==> config.mk <==
export PLATFORM = sky130hd
export DESIGN_NAME = hart_stress_meter_flat
export DESIGN_NICKNAME = d
export VERILOG_FILES = /design/src/rtl/hart_stress_meter_if.sv /design/src/rtl/hart_stress_meter.sv /design/src/flat_wrapper.sv
export SDC_FILE = /design/constraint.sdc
export NUM_CORES = 1
export LEC_CHECK = 0
export ABC_CLOCK_PERIOD_IN_PS = 7100
export BUFFER_PORTS_ARGS = -buffer_cell sky130_fd_sc_hd__clkbuf_2
export CORE_MARGIN = 2
export CORE_UTILIZATION = 23
export CTS_CLUSTER_SIZE = 30
export DETAILED_ROUTE_END_ITERATION = 6
export GPL_TIMING_DRIVEN = 0
export SLEW_MARGIN = 30
export SYNTH_ARGS = -nofsm -noshare
export SYNTH_HDL_FRONTEND = slang
export SYNTH_SLANG_ARGS = --single-unit
export TNS_END_PERCENT = 30
==> constraint.sdc <==
create_clock -name clk -period 7.1 [get_ports clk]
set_clock_uncertainty 0.1 [all_clocks]
set_input_delay 0.355 -clock clk [delete_from_list [all_inputs] [get_ports clk]]
set_output_delay 0.355 -clock clk [all_outputs]
set_load 0.05 [all_outputs]
==> src/rtl/hart_stress_meter_if.sv <==
// Heart-stress status bus between the meter (producer) and the controller
// (consumer).
//   status : stress level 0 (rest) .. 7 (max), held between updates
//   geldig : level is based on a full 4-period average of a live signal
//   nieuw  : one-cycle strobe on every status update
interface hart_stress_meter_if;
  logic [2:0] status;
  logic       geldig;
  logic       nieuw;

  modport master (output status, geldig, nieuw);
  modport slave  (input  status, geldig, nieuw);
endinterface

==> src/rtl/hart_stress_meter.sv <==
// Heartbeat period meter. Measures the beat-to-beat period in ms ticks,
// averages the last four accepted periods and quantises the average into a
// 3-bit stress level on the status bus.
//   clk      : system clock
//   reset    : asynchronous, active-low reset
//   hartslag : raw heartbeat pulse, asynchronous, >= 2 clk high per beat
//   sb       : status bus (status / geldig / nieuw), all registered
module hart_stress_meter #(
  parameter int TICK_DIV   = 50000,
  parameter int CW         = 12,
  parameter int PERIOD_MIN = 250,
  parameter int TIMEOUT    = 2000,
  parameter int P_REST     = 1000,
  parameter int P_STEP     = 100
) (
  input  logic                  clk,
  input  logic                  reset,
  input  logic                  hartslag,
  hart_stress_meter_if.master   sb
);

  localparam int PW = (TICK_DIV > 1) ? $clog2(TICK_DIV) : 1;

  typedef enum logic {IDLE, MEASURE} state_t;

  state_t                state_q;
  logic                  s1_q, s2_q, s3_q;
  logic [PW-1:0]         pre_q;
  logic [CW-1:0]         cnt_q;
  logic [3:0][CW-1:0]    hist_q;
  logic [2:0]            fill_q;
  logic                  upd_q;
  logic [2:0]            status_q;
  logic                  geldig_q;
  logic                  nieuw_q;

  logic                  beat;
  logic                  tick;
  logic [CW+1:0]         sum;
  logic [CW-1:0]         avg;
  logic [2:0]            level;

  // Rising edge of the synchronised pulse; s3 only serves edge detection.
  assign beat = s2_q & ~s3_q;
  assign tick = (pre_q == PW'(TICK_DIV - 1));

  // Average and level are read one edge after the history push, so the
  // history registers already hold the newest period.
  always_comb begin
    sum   = (CW+2)'(hist_q[0]) + (CW+2)'(hist_q[1])
          + (CW+2)'(hist_q[2]) + (CW+2)'(hist_q[3]);
    avg   = sum[CW+1:2];
    level = 3'd0;
    for (int k = 1; k <= 7; k++)
      if (int'(avg) < P_REST - (k - 1) * P_STEP) level = level + 3'd1;
  end

  always_ff @(posedge clk or negedge reset) begin
    if (!reset) begin
      state_q  <= IDLE;
      s1_q     <= 1'b0;
      s2_q     <= 1'b0;
      s3_q     <= 1'b0;
      pre_q    <= '0;
      cnt_q    <= '0;
      hist_q   <= '0;
      fill_q   <= '0;
      upd_q    <= 1'b0;
      status_q <= 3'd0;
      geldig_q <= 1'b0;
      nieuw_q  <= 1'b0;
    end else begin
      s1_q    <= hartslag;
      s2_q    <= s1_q;
      s3_q    <= s2_q;
      pre_q   <= tick ? '0 : pre_q + 1'b1;
      upd_q   <= 1'b0;
      nieuw_q <= 1'b0;

      // Free tick counting, saturating; beat clears below override it.
      if (tick && cnt_q != CW'(TIMEOUT)) cnt_q <= cnt_q + 1'b1;

      case (state_q)
        IDLE: begin
          if (beat) begin
            state_q <= MEASURE;
            cnt_q   <= '0;
            fill_q  <= '0;
          end
        end
        MEASURE: begin
          if (cnt_q == CW'(TIMEOUT)) begin
            // Sensor lost; status keeps its last level. A coincident beat
            // restarts measurement as a fresh first beat.
            geldig_q <= 1'b0;
            fill_q   <= '0;
            if (beat) cnt_q <= '0;
            else      state_q <= IDLE;
          end else if (beat && cnt_q >= CW'(PERIOD_MIN)) begin
            hist_q <= {hist_q[2:0], cnt_q};
            cnt_q  <= '0;
            if (fill_q != 3'd4) fill_q <= fill_q + 3'd1;
            upd_q  <= (fill_q >= 3'd3);
          end
        end
        default: state_q <= IDLE;
      endcase

      if (upd_q) begin
        status_q <= level;
        geldig_q <= 1'b1;
        nieuw_q  <= 1'b1;
      end
    end
  end

  assign sb.status = status_q;
  assign sb.geldig = geldig_q;
  assign sb.nieuw  = nieuw_q;

endmodule
==> src/flat_wrapper.sv <==
// flat-port wrapper written by rule: the top's interface ports become plain ports
module hart_stress_meter_flat 
#(
  parameter int TICK_DIV   = 50000,
  parameter int CW         = 12,
  parameter int PERIOD_MIN = 250,
  parameter int TIMEOUT    = 2000,
  parameter int P_REST     = 1000,
  parameter int P_STEP     = 100
)
  (clk, reset, hartslag, sb_status, sb_geldig, sb_nieuw);
  hart_stress_meter_if sb_i ();
  input  logic clk;
  input  logic reset;
  input  logic hartslag;
  output wire logic [$bits(sb_i.status)-1:0] sb_status;
  output wire logic [$bits(sb_i.geldig)-1:0] sb_geldig;
  output wire logic [$bits(sb_i.nieuw)-1:0] sb_nieuw;
  assign sb_status = sb_i.status;
  assign sb_geldig = sb_i.geldig;
  assign sb_nieuw = sb_i.nieuw;
  hart_stress_meter #(.TICK_DIV(TICK_DIV), .CW(CW), .PERIOD_MIN(PERIOD_MIN), .TIMEOUT(TIMEOUT), .P_REST(P_REST), .P_STEP(P_STEP)) u_core (.clk(clk), .reset(reset), .hartslag(hartslag), .sb(sb_i));
endmodule
==> results of run 1 <==
power breakdown:
part / internal (mW) / total (mW) / switching, mW / leakage [nW]
clock: 0.344 / 0.527 / 0.183 / 0.164
combinational: 0.00898 / 0.0248 / 0.0158 / 1.82
sequential: 0.512 / 0.517 / 0.00494 / 1.21
total: 0.865 / 1.07 / 0.204 / 3.20
synthesized netlist by cell type (all sizes together) (4+ instances only):
cell,n
clkbuf,7
and4,4
mux2,36
buf,7
o21ai,28
nor2,30
xor2,24
a31oi,4
nand2b,8
dfrtp,89
inv,61
nand3,14
nor3,5
a211oi,6
a21oi,23
ha,36
fa,12
and2,5
o31ai,4
and3,4
xnor2,25
a21o,14
nand2,47
placed cells by master (no fill, tap or decap), types with 10 or more instances in the layout:
cell	synthesis	routed
a21o_1	14	14
a21oi_1	20	12
a21oi_2	3	10
buf_4	1	23
dfrtp_1	89	89
fa_1	12	11
ha_1	36	28
inv_1	61	56
mux2_2	36	35
nand2_1	47	46
nand3_1	14	13
nor2_1	30	29
o21ai_0	28	24
xnor2_1	22	20
xor2_1	23	19
metrics by stage:
stage          hold slack (ns)  instances  TNS (ns)
6_report                0.0354        907    -0.210
5_1_grt                 0.0240        907    -0.679
4_1_cts                 0.0242        904    -0.197
3_5_place_dp             0.182        868    -0.994
3_3_place_gp             0.236        867    -0.825
2_1_floorplan          -0.0406        541         0
flip-flops by register name, summed over array words and instances (netlist names), 3 cells and up:
register and count:
u_core.cnt_q 12, u_core.fill_q 3, u_core.sb.status 3, u_core.pre_q 16, u_core.hist_q 48
how the worst max path moves through the flow:
stage                                  from                  end  slack, ns  cells after the start
after floorplan            u_core.hist_q[0]  u_core.sb.status[2]     0.0009                     40
after global placement     u_core.hist_q[1]  u_core.sb.status[2]      -0.64                     38
after detailed placement   u_core.hist_q[1]  u_core.sb.status[2]      -0.72                     38
after global routing      u_core.hist_q[13]  u_core.sb.status[2]      -0.58                     38
final                     u_core.hist_q[13]  u_core.sb.status[2]      -0.21                     35
after CTS                 u_core.hist_q[12]  u_core.sb.status[2]      -0.20                     40
routing by layer:
layer / up-vias / global-route usage [%] / routed length [µm]
li1: 1951 / - / -
met1: 1853 / 10.5 / 4880
met2: 18 / 14.5 / 4940
met3: 9 / 1.35 / 125
met4: 0 / 1.65 / 96
met5: - / 0 / 0
what timing repair did:
action,in CTS,in global routing
pin swaps,39,29
hold endpoints to repair,34,0
hold buffers,1,0
gates resized for setup,32,14
setup buffers,20,3
endpoints found under the setup margin,2,2
worst register-to-register path: cells and delay by family, from the launching register on:
kind                     cells  cell delay, ns
multiplexers                 1            0.27
AO/OA/AOI/OAI               14            2.57
buffers and inverters        2            0.14
XOR/XNOR                     6            0.97
flip-flops                   1            0.40
adder cells (fa/ha/maj)      7            1.96
AND/OR/NAND/NOR              5            0.78
final cells by class:
class | count | area share, %
buffer | 13 | 1.16
clock buffer | 11 | 3.41
clock inverter | 5 | 1.52
inverter | 61 | 3.36
multi-input combinational | 377 | 48.3
sequential | 89 | 32.7
tap | 319 | 5.85
timing repair buffer | 32 | 3.72
kinds of logic after synthesis:
family,count (synthesis)
AOI/OAI and AO/OA,106
and+or+nand+nor,136
adders and majority gates,48
DFF,89
muxes,38
buffers and inverters,75
xor gates and xnor gates,49
==> flow_summary.toml, run 1 <==
[status]
status = "complete, but fails checks"
violations = "setup timing"

[cts]
insertion_delay_ns = 0.33
clkTransAtPathRegs_ns = 0.06
cts.sinks = 89
clock_path_buffers = 2
cts_max_level = 3
cts_inserted_buffers = 9
cts_root_buf = "clkbuf_16"
cts_tree = "done"

[sta]
min_period_over_period_pct = 103
fin_ws_ns = -0.210
tightest_slew_ns = 0.721
clock.fmax_mhz = 137
min_period_ns = 7.31
slew_violations = 0
rsz0062_at_grt = "yes"
relSlewSlack_pct = 51.9
setup_viol = 1
finalHoldViolCount = 0

[global_route]
grt_pass1_wl_um = 17900
grt_pass1_vias = 3946
grt.overflow.total = 0
grt_usage_pct = 8.19
antenna_found_initial = 0
grt_start_max_net_pins = 56

[critical_path]
end_kind = "flip-flop"
start_kind = "flip-flop"
r2r_cells = 35
crit_slowest_cell = "or4b_4"
worstPathArrival_ns = 7.43
cpLargestDelayFamily = "compound AO/OA/AOI/OAI gates"
max_stage_delay_ns = 0.49
reg2reg_to = "u_core.sb.status[2]"
cp_max_fo = 8
path_buf_inv = 2
cp.required_ns = 7.22
r2r_slack_ns = -0.21
worstSetupPathType = "reg2reg"
worstReg2RegStart = "u_core.hist_q[13]"

[synthesis]
synthSimpleGateAreaFrac_pct = 11.9
ys_seq_elements = 89
synth_area_mm2 = 0.00555
synth.net_count = 592
ys_seq_area_share_pct = 40.1
synthFlopType = "dfrtp_1"
synth_top_cell_area_share_pct = 40.1
netlist_instances = 541
synthAdderAreaFrac_pct = 12.4
async_flop_share_pct = 100
synthXorXnorAreaFrac_pct = 8.47
synth_edf_count = 0
yosysWarningCount = 0
synth_compound_area_share_pct = 13.8
avgSynthCellArea_um2 = 10.3
synth_top_cell_by_area = "dfrtp_1"
yosysUniqueCellTypes = 63
synth.area.top_cells = "dfrtp_1, ha_1, mux2_2"
synth_top_family_by_area = "compound AO/OA/AOI/OAI gates"
muxShareOfSynthArea_pct = 7.66

[hold_path]
whs_path_depth = 1
hold_path.class = "in2reg"
hold_start = "hartslag"
hold_end = "u_core.s1_q"

[cells_and_area]
antennaDiodeCount = 0
fin_util_pct = 28.9
areaGrowthSynthToFinish_pct = 22.8
design_area_mm2 = 0.00682
nNetsFinal = 634
ff_latch_area_mm2 = 0.00223
multiInputGateArea_mm2 = 0.00330
fillerInstances = 2446
layout-drive-gt1-share_pct = 25.9

[routing]
via_count = 3831
drt_iter0_drc = 185
post_drt_wl_per_cell_um = 11.1
ant_nets = 0
via_per_inst = 4.22
first_pass_iters = 4
drt_wl_total_um = 10000
drc = 0

[placement]
dp_slack_ns = -0.718
place_area_mm2 = 0.00610
port_buffers = 7
dpl.hpwl_um = 7320
gp_congestion = 0.748

[power_and_ir_drop]
ir_drop_v = 0.000118
power.density_mw_per_mm2 = 157
power_leakage_nw = 3.20
power_mw = 1.07

[job]
maxCapViolCount = 0

[floorplanning]
start_util_pct = 23.5
fp.dieW_um = 159
coreArea_mm2 = 0.0236
boundaryPins = 8
die_h_um = 159
die_area_mm2 = 0.0254
rows = 56
(Power assumes the default switching activity.)
==> inputs of run 2 (changes only) <==
- BUFFER_PORTS_ARGS: -buffer_cell sky130_fd_sc_hd__clkbuf_2 -> not set
- DONT_BUFFER_PORTS: not set -> 1
==> flow_summary.toml, run 2 (synthesized netlist as in run 1, its figures left out) <==
[status]
status = "complete, but fails checks"
violations = "setup timing"

[critical_path]
crit_slowest_cell = "fa_1"
r2r_cells = 39
max_stage_delay_ns = 0.51
endpoint = "u_core.sb.status[2]"
worstSetupPathType = "reg2reg"
path_buf_inv = 4
worstPathArrival_ns = 7.46
crit_start = "u_core.hist_q[1]"
worstReg2RegStart = "u_core.hist_q[1]"
crit_top_cell = "a21oi_2"
reg2reg_to = "u_core.sb.status[2]"
cp.required_ns = 7.22
cp_max_fo = 4
end_kind = "flip-flop"
start_kind = "flip-flop"
r2r_slack_ns = -0.24
cpLargestDelayFamily = "compound AO/OA/AOI/OAI gates"
path_depth = 39

[sta]
tightest_slew_ns = 0.649
min_period_ns = 7.34
setup_viol = 1
fin_hold_ws_ns = 0.257
relSlewSlack_pct = 56.7
finalHoldViolCount = 0
clock.fmax_mhz = 136
min_period_over_period_pct = 103
rsz0062_at_grt = "yes"
slew_violations = 0
fin_ws_ns = -0.241

[power_and_ir_drop]
switching_share_pct = 19.9
ir_drop_v = 0.000117
power.density_mw_per_mm2 = 151
power_mw = 1.03
power_leakage_nw = 3.20
p_seq_share_pct = 50.4
p_comb_share_pct = 2.4
power.share.clock_pct = 47.2
p_int_uw = 822
power.net_switching_uw = 204

[cts]
insertion_delay_ns = 0.33
cts_root_buf = "clkbuf_16"
cts_tree = "done"
cts_inserted_buffers = 9
cts_max_level = 3
clock_path_buffers = 2
cts.sinks = 89
clkTransAtPathRegs_ns = 0.06

[hold_path]
hold_path.class = "reg2reg"

[floorplanning]
rows = 56
boundaryPins = 8
coreArea_mm2 = 0.0236
die_h_um = 159
die_area_mm2 = 0.0254
start_util_pct = 23.5
fp.dieW_um = 159

[routing]
via_count = 3837
via_per_inst = 4.22
post_drt_wl_per_cell_um = 11.2
ant_nets = 0
drc = 0
drt_wl_total_um = 10200
first_pass_iters = 4
drt_iter0_drc = 141

[cells_and_area]
antennaDiodeCount = 0
layout_common_cells = "dfrtp_1, inv_1, nand2_1"
largest_register = "u_core.hist_q"
final_common_cell = "dfrtp_1"
largest_reg_flops = 48
largest_registers = "u_core.hist_q (48), u_core.pre_q (16), u_core.cnt_q (12)"
fin_util_pct = 28.8
fillerInstances = 2458
layout-drive-gt1-share_pct = 25.4
areaGrowthSynthToFinish_pct = 22.5
nNetsFinal = 637
instances_no_fill = 910

[global_route]
antenna_found_initial = 0
grt_pass1_wl_um = 18100
grt_usage_pct = 8.37
grt.overflow.total = 0
grt_pass1_vias = 3955
grt_start_max_net_pins = 90

[placement]
place_inst = 860
gp_congestion = 0.739
port_buffers = 0
dpl.hpwl_um = 7240

[job]
maxCapViolCount = 0
==> run 2: changes by cell type in the layout (fill, tap and decap cells not counted), moves of 2 or more <==
cell       before  now
clkbuf_8        1    3
clkbuf_2        6    0
buf_4          23   31
o21ai_1         0    2
bufinv_16       3    1
==> run 2: per-layer routing <==
metal  GRT usage, %  routed length (µm)  up-vias
met5              0                   0        -
met4           2.48                 108        0
met3           1.35                 168       12
met2           14.5                4930       32
met1           10.7                5010     1837
li1               -                   -     1956
==> run 2: worst min path at each step <==
stage                start         endpoint  cells past startpoint
2_1_floorplan        reset  u_core.cnt_q[0]                      0
3_3_place_gp         reset      u_core.s1_q                      0
3_5_place_dp         reset      u_core.s1_q                      0
4_1_cts        u_core.s1_q      u_core.s2_q                      0
5_1_grt        u_core.s1_q      u_core.s2_q                      0
6_report       u_core.s1_q      u_core.s2_q                      0
==> run 2: cell type report <==
| cell class | count | area [µm²] | area share [%] |
|---|---|---|---|
| buffer | 13 | 78.8 | 1.16 |
| inverter | 61 | 229 | 3.37 |
| clock buffer | 14 | 274 | 4.03 |
| sequential | 89 | 2230 | 32.7 |
| timing repair buffer | 35 | 300 | 4.41 |
| tap | 319 | 399 | 5.87 |
| multi-input combinational | 377 | 3260 | 47.9 |
| clock inverter | 2 | 35.0 | 0.515 |
==> run 2: through the flow <==
stage	instance area [µm²]	worst slack, ns	setup TNS, ns
after detailed placement	6020	-0.685	-0.899
after global routing	6800	-0.637	-0.813
final	6800	-0.241	-0.241
after floorplan	5630	0.000884	0
after CTS	6700	-0.179	-0.179
after global placement	6020	-0.649	-0.831
==> run 2: power by group through the flow <==
stage          Sequential [mW]  Clock (mW)  Combinational (mW)
5_1_grt                  0.517       0.520              0.0303
4_1_cts                  0.517       0.500              0.0260
3_3_place_gp             0.526           0              0.0120
3_5_place_dp             0.526           0              0.0123
6_report                 0.517       0.485              0.0246
2_1_floorplan            0.525           0              0.0106
==> run 2: repair_timing <==
action | 4_1_cts | 5_1_grt
endpoints found under the setup margin | 2 | 2
gates resized for setup | 30 | 12
pin swaps | 41 | 22
hold buffers | 3 | 0
endpoints found under the hold margin | 90 | 0
buffers inserted | 26 | 6
==> inputs of run 3 (changes only) <==
- REMOVE_ABC_BUFFERS: not set -> 1
==> flow_summary.toml, run 3 (synthesized netlist as in run 1, its figures left out) <==
[global_route]
grt_usage_pct = 7.95
grt.overflow.total = 0
grt_pass1_vias = 3765
grt_start_max_net_pins = 90
grt_pass1_wl_um = 17300
antenna_found_initial = 0

[cts]
cts_inserted_buffers = 9
cts_tree = "done"
cts.sinks = 89
clkTransAtPathRegs_ns = 0.06
insertion_delay_ns = 0.33
cts_max_level = 3
clock_path_buffers = 2
cts_root_buf = "clkbuf_16"

[cells_and_area]
layout-drive-gt1-share_pct = 25.8
layout_common_cells = "dfrtp_1, inv_1, nand2_1"
instances_no_fill = 896
nNetsFinal = 626
areaGrowthSynthToFinish_pct = 20.9
largest_registers = "u_core.hist_q (48), u_core.pre_q (16), u_core.cnt_q (12)"
final_common_cell = "dfrtp_1"
antennaDiodeCount = 0
largest_reg_flops = 48
largest_register = "u_core.hist_q"

[power_and_ir_drop]
ir_drop_v = 0.000138
power_leakage_nw = 3.17
p_int_uw = 760
power.share.clock_pct = 43.5
p_seq_share_pct = 54.0
power.density_mw_per_mm2 = 143
p_comb_share_pct = 2.5
power.net_switching_uw = 197
switching_share_pct = 20.6

[critical_path]
worstSetupPathType = "reg2reg"
max_stage_delay_ns = 0.53
start_kind = "flip-flop"
crit_slowest_cell = "fa_1"
path_buf_inv = 4
worstPathArrival_ns = 7.50
end_kind = "flip-flop"
cp_max_fo = 4
cp.required_ns = 7.22
cpLargestDelayFamily = "adder cells"

[routing]
post_drt_wl_per_cell_um = 10.8
via_count = 3751
drt_iter0_drc = 158
drt_wl_total_um = 9660
drc = 0
first_pass_iters = 4
ant_nets = 0
via_per_inst = 4.19

[sta]
setup_viol = 1
fin_setup_tns_ns = -0.286
slew_violations = 0
min_period_over_period_pct = 104
min_period_ns = 7.39
clock.fmax_mhz = 135
fin_hold_ws_ns = 0.250
relSlewSlack_pct = 45.5
fin_ws_ns = -0.286
rsz0062_at_grt = "yes"
finalHoldViolCount = 0
tightest_slew_ns = 0.812

[floorplanning]
start_util_pct = 23.5
boundaryPins = 8
die_area_mm2 = 0.0254
coreArea_mm2 = 0.0236
rows = 56
fp.dieW_um = 159
die_h_um = 159

[placement]
port_buffers = 0
place_inst = 847
dpl.hpwl_um = 6570
dp_slack_ns = -1.05
gp_congestion = 0.798

[status]
status = "complete, but fails checks"
violations = "setup timing"

[job]
maxCapViolCount = 0

[hold_path]
hold_path.class = "reg2reg"
==> run 3: cell types whose count changed in the layout (fill, tap and decap cells not counted), sizes merged <==
cell	delta
clkinvlp	+2
buf	-4
bufinv	-1
clkbuf	-11
==> run 3: layout make-up <==
cell class,count,area (µm²)
clock buffer,10,239
clock inverter,3,20.0
fill,2456,16900
inverter,61,229
multi-input combinational,377,3280
sequential,89,2230
tap,319,399
timing repair buffer,37,323
==> run 3: through the flow <==
stage | utilization, % | total power, mW | instance area, µm²
CTS | 27.8 | 0.976 | 6570
detailed placement | 25.0 | 0.539 | 5910
global placement | 24.9 | 0.538 | 5870
floorplan | - | 0.536 | 5470
finish | 28.4 | 0.958 | 6720
global route | 28.4 | 1.01 | 6720
==> run 3: path summary, 6_finish.rpt <==
path | from | to | slack (ns) | cells past startpoint
setup / recovery | u_core.hist_q[12] | u_core.sb.status[2] | -0.29 | 40
hold / removal | u_core.s1_q | u_core.s2_q | 0.25 | 0
setup reg to reg | u_core.hist_q[12] | u_core.sb.status[2] | -0.29 | 40
hold reg to reg | u_core.s1_q | u_core.s2_q | 0.25 | 0
max in group asynchronous | reset | u_core.hist_q[30] | 6.08 | 2
min in group asynchronous | reset | u_core.s2_q | 0.49 | 2
==> run 3: worst reg2reg max path, delay by kind of cell (launching register included) <==
family                     cells  cell delay [ns]
adders and majority gates      8             2.30
AOI/OAI and AO/OA             14             2.29
xor gates and xnor gates       6             0.90
and+or+nand+nor                7             0.85
DFF                            1             0.38
muxes                          1             0.26
buffers and inverters          4             0.20
==> run 3: routing by layer <==
| metal | global-route usage (%) | part of all wire, % |
|---|---|---|
| met1 | 10.1 | 48 |
| met2 | 13.6 | 49 |
| met3 | 2.01 | 1.8 |
| met4 | 1.86 | 0.92 |
| met5 | 0 | 0 |
==> run 3: power by group through the flow <==
stage / clock [mW] / sequential [mW] / combinational, mW
CTS: 0.433 / 0.517 / 0.0258
global placement: 0 / 0.526 / 0.0122
detailed placement: 0 / 0.526 / 0.0129
floorplan: 0 / 0.525 / 0.0106
finish: 0.416 / 0.517 / 0.0243
global route: 0.458 / 0.517 / 0.0297
==> run 3: what timing repair did <==
action	CTS	global route
setup endpoints to repair	2	2
gates cloned	0	0
gates resized for setup	36	19
buffers inserted	25	8
pin swaps	28	38
hold buffers	3	0
endpoints found under the hold margin	90	0
